==> config.mk <==
export PLATFORM = sky130hd
export DESIGN_NAME = des_round_sequencer_flat
export DESIGN_NICKNAME = d
export VERILOG_FILES = /design/src/rtl/des_round_sequencer_if.sv /design/src/rtl/des_round_sequencer.sv /design/src/flat_wrapper.sv
export SDC_FILE = /design/constraint.sdc
export NUM_CORES = 1
export LEC_CHECK = 0
export CORE_MARGIN = 3
export CORE_UTILIZATION = 49
export DETAILED_ROUTE_END_ITERATION = 16
export GPL_TIMING_DRIVEN = 0
export PLACE_DENSITY = 0.74
export SETUP_SLACK_MARGIN = 0.02
export SLEW_MARGIN = 20
export SYNTH_ARGS = -nofsm -noshare
export SYNTH_HDL_FRONTEND = slang
export SYNTH_SLANG_ARGS = --single-unit
==> constraint.sdc <==
create_clock -name clk -period 2.3 [get_ports clk]
set_input_delay 0.345 -clock clk [delete_from_list [all_inputs] [get_ports clk]]
set_output_delay 0.345 -clock clk [all_outputs]
set_load 0.05 [all_outputs]
==> src/rtl/des_round_sequencer_if.sv <==
// Handshake and key-schedule control bundle between the triple-DES sequencer,
// the block buffer and the cipher core.
interface des_round_sequencer_if;
  logic       in_valid;
  logic       in_ready;
  logic       decrypt;
  logic       abort;
  logic       out_valid;
  logic       out_ready;
  logic       load_en;
  logic       round_en;
  logic [4:0] round_count;
  logic [1:0] key_count;
  logic       cnt_rollover;
  logic       key_rollover;
  logic       reverse;

  modport master (
    input  in_valid, decrypt, abort, out_ready,
    output in_ready, out_valid, load_en, round_en,
           round_count, key_count, cnt_rollover, key_rollover, reverse
  );

  modport slave (
    output in_valid, decrypt, abort, out_ready,
    input  in_ready, out_valid, load_en, round_en,
           round_count, key_count, cnt_rollover, key_rollover, reverse
  );
endinterface

==> src/rtl/des_round_sequencer.sv <==
// Triple-DES round sequencer: per block, NUM_PASSES passes of one load cycle plus
// NUM_ROUNDS Feistel rounds, with EDE/DED subkey ordering for the key generator.
module des_round_sequencer #(
  parameter int unsigned NUM_ROUNDS = 16,
  parameter int unsigned NUM_PASSES = 3
) (
  input  logic               clk,
  input  logic               rst,
  des_round_sequencer_if.master bus
);

  typedef enum logic [1:0] {
    IDLE  = 2'd0,
    LOAD  = 2'd1,
    ROUND = 2'd2,
    DONE  = 2'd3
  } state_t;

  localparam logic [4:0] LAST_RC = 5'(NUM_ROUNDS);
  localparam logic [1:0] LAST_KC = 2'(NUM_PASSES - 1);

  state_t state;
  logic   decrypt_l;
  logic   cnt_roll_r;
  logic   key_roll_r;
  logic   busy;

  assign busy = (state == LOAD) || (state == ROUND);

  // An abort must flush the key schedule in the same cycle it is seen, so the
  // abort contribution to key_rollover bypasses the output registers.
  assign bus.key_rollover = key_roll_r | (bus.abort & busy & ~rst);
  assign bus.cnt_rollover = cnt_roll_r & ~(bus.abort & busy);

  always_ff @(posedge clk) begin
    if (rst) begin
      state           <= IDLE;
      decrypt_l       <= 1'b0;
      bus.round_count <= '0;
      bus.key_count   <= '0;
      bus.in_ready    <= 1'b1;
      bus.out_valid   <= 1'b0;
      bus.load_en     <= 1'b0;
      bus.round_en    <= 1'b0;
      bus.reverse     <= 1'b0;
      cnt_roll_r      <= 1'b0;
      key_roll_r      <= 1'b0;
    end else begin
      bus.load_en  <= 1'b0;
      bus.round_en <= 1'b0;
      cnt_roll_r   <= 1'b0;
      key_roll_r   <= 1'b0;

      case (state)
        IDLE: begin
          if (bus.in_valid) begin
            state           <= LOAD;
            decrypt_l       <= bus.decrypt;
            bus.in_ready    <= 1'b0;
            bus.load_en     <= 1'b1;
            bus.round_count <= '0;
            bus.key_count   <= '0;
            bus.reverse     <= bus.decrypt;
          end
        end

        LOAD, ROUND: begin
          if (bus.abort) begin
            state           <= IDLE;
            bus.in_ready    <= 1'b1;
            bus.round_count <= '0;
            bus.key_count   <= '0;
            bus.reverse     <= 1'b0;
          end else if ((state == LOAD) || (bus.round_count != LAST_RC)) begin
            state           <= ROUND;
            bus.round_en    <= 1'b1;
            bus.round_count <= bus.round_count + 5'd1;
            if ((bus.round_count + 5'd1) == LAST_RC) begin
              cnt_roll_r <= (bus.key_count != LAST_KC);
              key_roll_r <= (bus.key_count == LAST_KC);
            end
          end else if (bus.key_count != LAST_KC) begin
            state           <= LOAD;
            bus.load_en     <= 1'b1;
            bus.round_count <= '0;
            bus.key_count   <= bus.key_count + 2'd1;
            // The middle pass (index 1) runs in the opposite direction.
            bus.reverse     <= decrypt_l ^ (bus.key_count == 2'd0);
          end else begin
            state           <= DONE;
            bus.out_valid   <= 1'b1;
            bus.round_count <= '0;
            bus.key_count   <= '0;
            bus.reverse     <= 1'b0;
          end
        end

        DONE: begin
          if (bus.abort || bus.out_ready) begin
            state         <= IDLE;
            bus.out_valid <= 1'b0;
            bus.in_ready  <= 1'b1;
          end
        end

        default: begin
          state        <= IDLE;
          bus.in_ready <= 1'b1;
        end
      endcase
    end
  end

endmodule

==> src/flat_wrapper.sv <==
// flat-port wrapper written by rule: the top's interface ports become plain ports
module des_round_sequencer_flat 
#(
  parameter int unsigned NUM_ROUNDS = 16,
  parameter int unsigned NUM_PASSES = 3
)
  (clk, rst, bus_in_valid, bus_decrypt, bus_abort, bus_out_ready, bus_in_ready, bus_out_valid, bus_load_en, bus_round_en, bus_round_count, bus_key_count, bus_cnt_rollover, bus_key_rollover, bus_reverse);
  des_round_sequencer_if bus_i ();
  input  logic clk;
  input  logic rst;
  input wire logic [$bits(bus_i.in_valid)-1:0] bus_in_valid;
  input wire logic [$bits(bus_i.decrypt)-1:0] bus_decrypt;
  input wire logic [$bits(bus_i.abort)-1:0] bus_abort;
  input wire logic [$bits(bus_i.out_ready)-1:0] bus_out_ready;
  output wire logic [$bits(bus_i.in_ready)-1:0] bus_in_ready;
  output wire logic [$bits(bus_i.out_valid)-1:0] bus_out_valid;
  output wire logic [$bits(bus_i.load_en)-1:0] bus_load_en;
  output wire logic [$bits(bus_i.round_en)-1:0] bus_round_en;
  output wire logic [$bits(bus_i.round_count)-1:0] bus_round_count;
  output wire logic [$bits(bus_i.key_count)-1:0] bus_key_count;
  output wire logic [$bits(bus_i.cnt_rollover)-1:0] bus_cnt_rollover;
  output wire logic [$bits(bus_i.key_rollover)-1:0] bus_key_rollover;
  output wire logic [$bits(bus_i.reverse)-1:0] bus_reverse;
  assign bus_i.in_valid = bus_in_valid;
  assign bus_i.decrypt = bus_decrypt;
  assign bus_i.abort = bus_abort;
  assign bus_i.out_ready = bus_out_ready;
  assign bus_in_ready = bus_i.in_ready;
  assign bus_out_valid = bus_i.out_valid;
  assign bus_load_en = bus_i.load_en;
  assign bus_round_en = bus_i.round_en;
  assign bus_round_count = bus_i.round_count;
  assign bus_key_count = bus_i.key_count;
  assign bus_cnt_rollover = bus_i.cnt_rollover;
  assign bus_key_rollover = bus_i.key_rollover;
  assign bus_reverse = bus_i.reverse;
  des_round_sequencer #(.NUM_ROUNDS(NUM_ROUNDS), .NUM_PASSES(NUM_PASSES)) u_core (.clk(clk), .rst(rst), .bus(bus_i));
endmodule
After elaboration in Yosys (flattened, before gate mapping)
Index checks and enable logic that the tools add are counted.
{"block": "word_totals", "ff_bits": 17, "inputBits": 6, "out_inout_bits": 14, "word_cells": 88}
{"block": "op_classes", "n_addsub": 2, "n_eq_ne": 14, "mux": 35, "n_bitwise": 10, "n_reduce_logical": 16}
{"operator": "$mux 2", "n": 9}
{"operator": "$mux 1", "n": 16}
{"operator": "$mux 5", "n": 3}
{"operator": "$ne 2x2->1 const B", "n": 6}
{"operator": "$pmux 5 s2", "n": 1}
{"operator": "$eq 2x2->1 const B", "n": 3}
{"operator": "$pmux 1 s2", "n": 3}
{"operator": "$pmux 2 s3", "n": 1}
{"operator": "$reduce_and 2->1", "n": 3}
{"operator": "$reduce_and 3->1", "n": 2}
{"operator": "$add 5x1->5 const B", "n": 1}
{"operator": "$eq 5x5->1 const B", "n": 1}
{"operator": "$ne 5x5->1 const B", "n": 1}
{"operator": "$not 1->1", "n": 5}
{"operator": "$reduce_and 5->1", "n": 1}
{"operator": "$reduce_or 5->1", "n": 1}
{"operator": "$logic_not 2->1", "n": 2}
{"operator": "$pmux 2 s2", "n": 1}
{"operator": "$reduce_bool 2->1", "n": 2}
{"operator": "$and 1x1->1", "n": 3}
{"operator": "$logic_or 1x1->1", "n": 3}
{"operator": "$ne 3x3->1 const B", "n": 1}
{"operator": "$pmux 1 s3", "n": 1}
{"operator": "$reduce_or 3->1", "n": 1}
{"operator": "other kinds (6)", "n": 6}

Longest topological paths before layout
Gate-level depths: netlist of the first run.
{"block": "depth", "ltp_word": 6, "depth_mapped": 7, "mapped_depth_nobuf": 6}

Worst setup path before layout of the first run
No wires, ideal clock.
{"block": "synth_path", "path_kind": "register to register", "start": "register u_core.bus.round_count[0] (netlist name)", "end": "register u_core.bus.round_count[3] (netlist name)", "setup_time_ns": 0.106, "t_arrival_ns": 1.941, "t_required_ns": 2.194, "slack_ns": 0.252, "path_stages_with_launch": 7, "n_path_buf": 0, "synth_period_minus_slack_ns": 2.048, "cell_sequence": "dfxtp_1 -> inv_1 -> ha_1 -> nor2b_1 -> a211oi_2 -> nand2_1 -> o311ai_0"}
{"block": "synth_between", "elab_chain_cells": 5, "word_cells_on_any_way": 6, "classes_between": "1 x add/sub; 1 x eq/ne; 3 x mux; 1 x reduce/logical"}
{"item": "from (decl)", "line_no": "des_round_sequencer_if.sv:21", "source": "round_count, key_count, cnt_rollover, key_rollover, reverse"}
{"item": "from (signal assigned)", "line_no": "des_round_sequencer.sv:77", "source": "bus.round_count <= bus.round_count + 5'd1;"}
{"item": "branches (longest 2 deep; another with $add 5x1->5)"}
{"item": "$mux 5 (*)", "line_no": "des_round_sequencer.sv:74", "source": "end else if ((state == LOAD) || (bus.round_count != LAST_RC)) begin"}
{"item": "$mux 5 (*)", "line_no": "des_round_sequencer.sv:68", "source": "if (bus.abort) begin"}
{"item": "$pmux 5 s2 (*)", "line_no": "des_round_sequencer.sv:54", "source": "case (state)"}
Mark *: on every way between the ends.
A chain may end at the register's enable or synchronous reset.

Worst setup path after layout of the first run
{"block": "layout_path", "start": "register u_core.state[0]", "end": "output bus_key_rollover"}
{"block": "layout_between", "elab_chain_cells": 5, "word_cells_on_any_way": 6, "classes_between": "2 x eq/ne; 3 x bitwise; 1 x reduce/logical"}
{"item": "from (decl)", "line_no": "des_round_sequencer.sv:22", "source": "state_t state;"}
{"item": "from (signal assigned)", "line_no": "des_round_sequencer.sv:37", "source": "state <= IDLE;"}
{"item": "from (signal assigned)", "line_no": "des_round_sequencer.sv:57", "source": "state <= LOAD;"}
{"item": "from (signal assigned)", "line_no": "des_round_sequencer.sv:69", "source": "state <= IDLE;"}
{"item": "$eq 2x1->1 / $eq 2x2->1 (equally long branches)", "line_no": "des_round_sequencer.sv:28", "source": "assign busy = (state == LOAD) || (state == ROUND);"}
{"item": "$logic_or 1x1->1 (*)", "line_no": "des_round_sequencer.sv:28"}
{"item": "$and 1x1->1 (*) (2 in series)", "line_no": "des_round_sequencer.sv:32", "source": "assign bus.key_rollover = key_roll_r | (bus.abort & busy & ~rst);"}
{"item": "$or 1x1->1 (*)", "line_no": "des_round_sequencer.sv:32"}
{"item": "to (decl)", "line_no": "flat_wrapper.sv:22", "source": "output wire logic [$bits(bus_i.key_rollover)-1:0] bus_key_rollover;"}
Mark *: on every way between the ends. The rest lies on a longest branch, timed or not.

==> impl_metrics.ini, run 1 <==
[worst_hold_path]
hold_class = reg2reg
hold-path-cell-count = 2

[routing]
routed-wl-met2_um = 982
vias = 898
wl_met3_um = 102
drtIter0Drc = 29
wl_met1_um = 1100
ant_nets = 0
drt_pass1_iterations = 4
drc_errors = 0
vias_per_cell = 5.61
finalWirelength_um = 2200
wl_per_cell_um = 13.8
dr.max_layer_used = met4

[clock_network]
clockBufferDepth = 2
cts_num_sinks = 17
h-tree-depth = 1
cts-buffers-inserted = 3
clk_pin_slew_ns = 0.11
clk_root_buffer_cell = clkbuf_4
clkLatencyLatePin_ns = 0.30
cts_hold_buf = 0
cts_tree = yes

[yosys]
synth_edf_count = 0
synthFlopType = dfxtp_1
synth_most_common_cell = dfxtp_1
avgSynthCellArea_sq_um = 8.58
synth_top_cell_by_area = dfxtp_1
synth_fp_nets = 126
yosysTopAreaCellShare_pct = 35.4
synth.top_cells.by_area = dfxtp_1 35%, ha_1 10%, a21oi_1 5.7%
ys_types = 33
netlist_area_sq_um = 961
synth_common_cells = 17 x dfxtp_1, 11 x a21oi_1, 10 x nand2_1
synthCells = 112
synthArstFlopShare_pct = 0
synth_seq_cells = 17
yosys_warnings = 0
yosysSeqAreaShare_pct = 35.4

[global_route]
antenna_found_initial = 0
gr-total-overflow = 0
grt_pass1_vias = 848
grt_max_degree = 11
grt_first_pass_wirelength_um = 3880
grt_usage_pct = 19.7

[placement]
hpwl_um = 1600
portBuffers = 19
place_area_sq_mm = 0.00118
dp_cells = 156
place.gp.congestion = 0.793

[timing]
rsz0062_at_grt = false
fmax_mhz = 467
setup_violations = 0
hold_violations = 0
fin_skew_ns = 0.00475
period_share_pct = 93.1
period_minus_slack_ns = 2.14
worst_slew_pin_slew_ns = 0.524
drv_slew = 0
timing.slew.headroom_pct = 65.0

[setup_path]
cp.arrival_ns = 1.80
path_buf_inv = 2
critPathLaunchType = flip-flop
cp.required_ns = 1.96
cp-end-kind = primary output
reg2reg_slack_ns = 0.21
path_depth = 5
r2r_cells = 7
path_delay_family = buffers and inverters
worstSetupPathType = reg2out
critPathSlowestCell = dfxtp_1
cp_slowest_stage_delay_ns = 0.42
path_cells = inv_1 > ha_2 > nand2_1 > o21bai_1 > clkdlybuf4s18_2
crit_path_max_fanout = 7

[finish]
layout-drive-gt1-share_pct = 11.1
utilization_pct = 68.6
final_area_sq_mm = 0.00122
instances_no_fill = 160
area_delta_synth_final_pct = 27.2
final_nets = 150
num_antenna_cells = 0

[power]
leakage_nw = 0.440
fin_total_pwr_uw = 653
worst_ir_drop_vdd_v = 0.000300
power_density_mw_per_mm2 = 534

[floorplan]
core_sq_mm = 0.00178
io_pins = 20
row_count = 15
die_h_um = 50.3
die_w_um = 50.3
initial_core_util_pct = 53.9
die-area_sq_mm = 0.00253

[run]
cap_violations = 0

[run_status]
status = completed
state kept, by name, summed over array words and instances, names as in the netlist:
signal	cells
u_core.bus.round_count	5
u_core.bus.out_valid	1
u_core.key_roll_r	1
u_core.state	2
u_core.bus.reverse	1
u_core.cnt_roll_r	1
u_core.bus.key_count	2
u_core.decrypt_l	1
u_core.bus.in_ready	1
u_core.bus.load_en	1
u_core.bus.round_en	1
per-layer routing:
| layer | GRT usage (%) | vias up |
|---|---|---|
| met5 | 0 | - |
| met3 | 2.97 | 3 |
| met2 | 30.4 | 27 |
| met4 | 6.91 | 0 |
| met1 | 27.6 | 419 |
| li1 | - | 449 |
logic make-up (layout without fill, tap and decap cells):
kind of cell | count (synthesis) | count (layout) | share of synthesized area, %
compound gates | 29 | 29 | 19.9
mux | 2 | 2 | 2.21
fa+ha+maj | 8 | 8 | 10.4
flops | 17 | 17 | 35.4
buf+inv | 8 | 31 | 3.13
simple gates | 48 | 48 | 28.9
report_power, final:
part	switching, mW	internal [mW]
sequential	0.0108	0.307
combinational	0.107	0.0609
clock	0.103	0.0648
final cells by class:
cell class	count	area [sq um]
Clock buffer	3	22.5
Timing Repair Buffer	19	191
Fill cell	154	561
Sequential cell	17	340
Clock inverter	1	5.00
Buffer	2	8.76
Tap cell	25	31.3
Inverter	6	22.5
Multi-Input combinational cell	87	601
per-stage QoR:
stage               TNS (ns)  setup WS [ns]  hold WS [ns]
floorplan                  0          0.252         0.417
global placement      -0.276         -0.276         0.456
detailed placement    -0.290         -0.290         0.461
CTS                        0          0.111         0.476
global route               0         0.0690         0.504
finish                     0          0.158         0.473
layout by cell type (no fill, tap or decap), types with 2 or more instances in the layout:
cell type	count
a311oi_1	2
a211oi_1	2
nand3_1	8
o21ai_0	5
o21bai_1	2
nand4b_1	2
nor3b_1	2
nand2b_1	3
ha_1	7
nor3_1	2
nor2_1	7
a21oi_1	11
inv_1	6
clkbuf_4	3
nor2b_1	3
nand3b_1	3
o311ai_0	3
nand2_1	10
clkdlybuf4s50_1	17
dfxtp_1	17
final timing paths:
| kind | startpoint | to |
|---|---|---|
| max reg2reg | u_core.state[0] | u_core.bus.key_count[0] |
| min | u_core.bus.out_valid | u_core.bus.out_valid |
| min reg2reg | u_core.bus.out_valid | u_core.bus.out_valid |
| max | u_core.state[0] | bus_key_rollover |
what timing repair did:
action                     4_1_cts  5_1_grt
setup endpoints to repair        2        4
resized for setup                7        3
cloned                           0        0
setup buffers                    0        0
worst min-delay path: stages (launching register included):
cell,delay [ns]
dfxtp_1,0.34
nand2_1,0.05
a21oi_1,0.05
(Power assumes the default switching activity.)
==> run 2, diff against run 1 <==
--- a/config.mk
+++ b/config.mk
@@ -5,7 +5,6 @@
 export SDC_FILE = /design/constraint.sdc
 export NUM_CORES = 1
 export LEC_CHECK = 0
-export CORE_MARGIN = 3
 export CORE_UTILIZATION = 49
 export DETAILED_ROUTE_END_ITERATION = 16
 export GPL_TIMING_DRIVEN = 0
==> run 2 against run 1 <==
  * Via count down 0.67%
  * Non-clock buffer count unchanged
  * Combinational power about the same
  * Cell area down 0.51%
  * Clock power down 2%
  * Hold slack better by 0.0062 ns
  * Routed wire length down 1.2%
  * Maximum frequency down 1.1%
  * First-iteration DRC count up 17%
  * Critical path depth unchanged
  * Global-route usage up 2.5 points
  * Final cell count unchanged
==> impl_metrics.ini, run 2 (synthesized netlist as in run 1, its figures left out) <==
[power]
power_density_mw_per_mm2 = 532
leakage_nw = 0.438
worst_ir_drop_vdd_v = 0.000502

[worst_hold_path]
hold_class = reg2reg
hold-path-cell-count = 2

[clock_network]
clkLatencyLatePin_ns = 0.29
cts-buffers-inserted = 3
cts.repair.resized = 7
clk_root_buffer_cell = clkbuf_4
h-tree-depth = 1
cts_num_sinks = 17
clockBufferDepth = 2
clk_pin_slew_ns = 0.10
post-cts-setup-buffers = 0
cts_tree = yes
cts_hold_buf = 0

[finish]
mostFrequentLayoutCells = 17 x clkdlybuf4s50_1, 17 x dfxtp_1, 11 x a21oi_1, 10 x nand2_1, 8 x nand3_1
regMostFlops = u_core.bus.round_count
layout-drive-gt1-share_pct = 10.4
top_regs = u_core.bus.round_count x5, u_core.bus.key_count x2, u_core.state x2
final_nets = 150
final_area_sq_mm = 0.00122
area_delta_synth_final_pct = 26.6
num_antenna_cells = 0
largest_reg_flops = 5

[timing]
fmax_mhz = 462
period_share_pct = 94.1
hold_violations = 0
rsz0062_at_grt = false
drv_slew = 0
fin_setup_tns_ns = 0
setup_violations = 0
period_minus_slack_ns = 2.16
timing.slew.headroom_pct = 59.4
holdWs_ns = 0.479
fin_ws_ns = 0.135
fin_skew_ns = 0.00195
worst_slew_pin_slew_ns = 0.608

[global_route]
grt_max_degree = 11
grt_pass1_vias = 740
antenna_found_initial = 0
gr-total-overflow = 0
grt_usage_pct = 22.2
grt_first_pass_wirelength_um = 3350

[routing]
drt_pass1_iterations = 4
drc_errors = 0
drtIter0Drc = 34
wl_per_cell_um = 13.6
vias = 892
vias_per_cell = 5.58
finalWirelength_um = 2180
ant_nets = 0

[placement]
place_ws_ns = -0.300
hpwl_um = 1550
place.gp.congestion = 0.768
portBuffers = 19
place_area_sq_mm = 0.00118

[setup_path]
cp.required_ns = 1.96
crit_path_max_fanout = 7
r2r_cells = 7
cp-end-kind = primary output
critPathSlowestCell = dfxtp_1
path_buf_inv = 2
path_delay_family = flip-flops
critPathLaunchType = flip-flop
cp.arrival_ns = 1.82
path_cells = inv_1 > ha_2 > nand2_1 > and2_1 > clkdlybuf4s15_2
reg2reg_slack_ns = 0.15
cp_slowest_stage_delay_ns = 0.46
worstSetupPathType = reg2out
path_depth = 5

[floorplan]
core_sq_mm = 0.00178
die-area_sq_mm = 0.00214
io_pins = 20
die_h_um = 46.3
row_count = 15
die_w_um = 46.3
initial_core_util_pct = 53.9

[run_status]
status = completed

[run]
cap_violations = 0
[run 2: changes by cell type in the layout (fill, tap and decap cells not counted)]
cell / delta
buf_2: +1
clkbuf_1: +1
clkdlybuf4s18_2: -1
clkinv_2: -1
[run 2: stage by stage]
stage	instances	power, mW	utilization, %
after floorplan	112	0.435	-
after global placement	156	0.482	66.3
after detailed placement	156	0.486	66.3
after CTS	160	0.649	68.0
after global routing	160	0.679	68.2
final	160	0.648	68.2
[run 2: routing by layer]
| layer | vias to the layer above | routed length, um | GRT usage (%) |
|---|---|---|---|
| met5 | - | 0 | 0 |
| li1 | 452 | - | - |
| met4 | 0 | 31 | 10.6 |
| met3 | 4 | 86 | 3.53 |
| met1 | 413 | 1070 | 31.1 |
| met2 | 23 | 991 | 33.0 |
[run 2: tightest hold or removal path: stages (launching register included)]
cell and delay, ns:
dfxtp_1 0.33, nand2_1 0.05, a21oi_1 0.05
[run 2: path summary, 6_finish.rpt]
check | startpoint | end
setup / recovery | u_core.state[0] | bus_cnt_rollover
hold reg to reg | u_core.decrypt_l | u_core.decrypt_l
hold / removal | u_core.decrypt_l | u_core.decrypt_l
setup reg to reg | u_core.state[0] | u_core.bus.key_count[0]
[run 2: layout make-up]
| cell class | count | area [sq um] |
|---|---|---|
| plain buffers | 2 | 8.76 |
| clock buffers | 4 | 26.3 |
| inverters | 6 | 22.5 |
| repair buffers | 19 | 186 |
| multi-input cells | 87 | 601 |
| well taps | 25 | 31.3 |
| flip-flops and latches | 17 | 340 |
| fillers | 160 | 567 |
[run 2: report_power, final]
part	switching, mW	total, mW	internal [mW]
combinational	0.106	0.166	0.0599
sequential	0.0118	0.319	0.307
clock	0.0953	0.163	0.0675
==> run 3, diff against run 2 <==
--- a/config.mk
+++ b/config.mk
@@ -5,6 +5,7 @@
 export SDC_FILE = /design/constraint.sdc
 export NUM_CORES = 1
 export LEC_CHECK = 0
+export ABC_CLOCK_PERIOD_IN_PS = 2300
 export CORE_UTILIZATION = 49
 export DETAILED_ROUTE_END_ITERATION = 16
 export GPL_TIMING_DRIVEN = 0
==> results of run 3 <==
No change in the layout: final DEF, timing and power equal those of run 2.
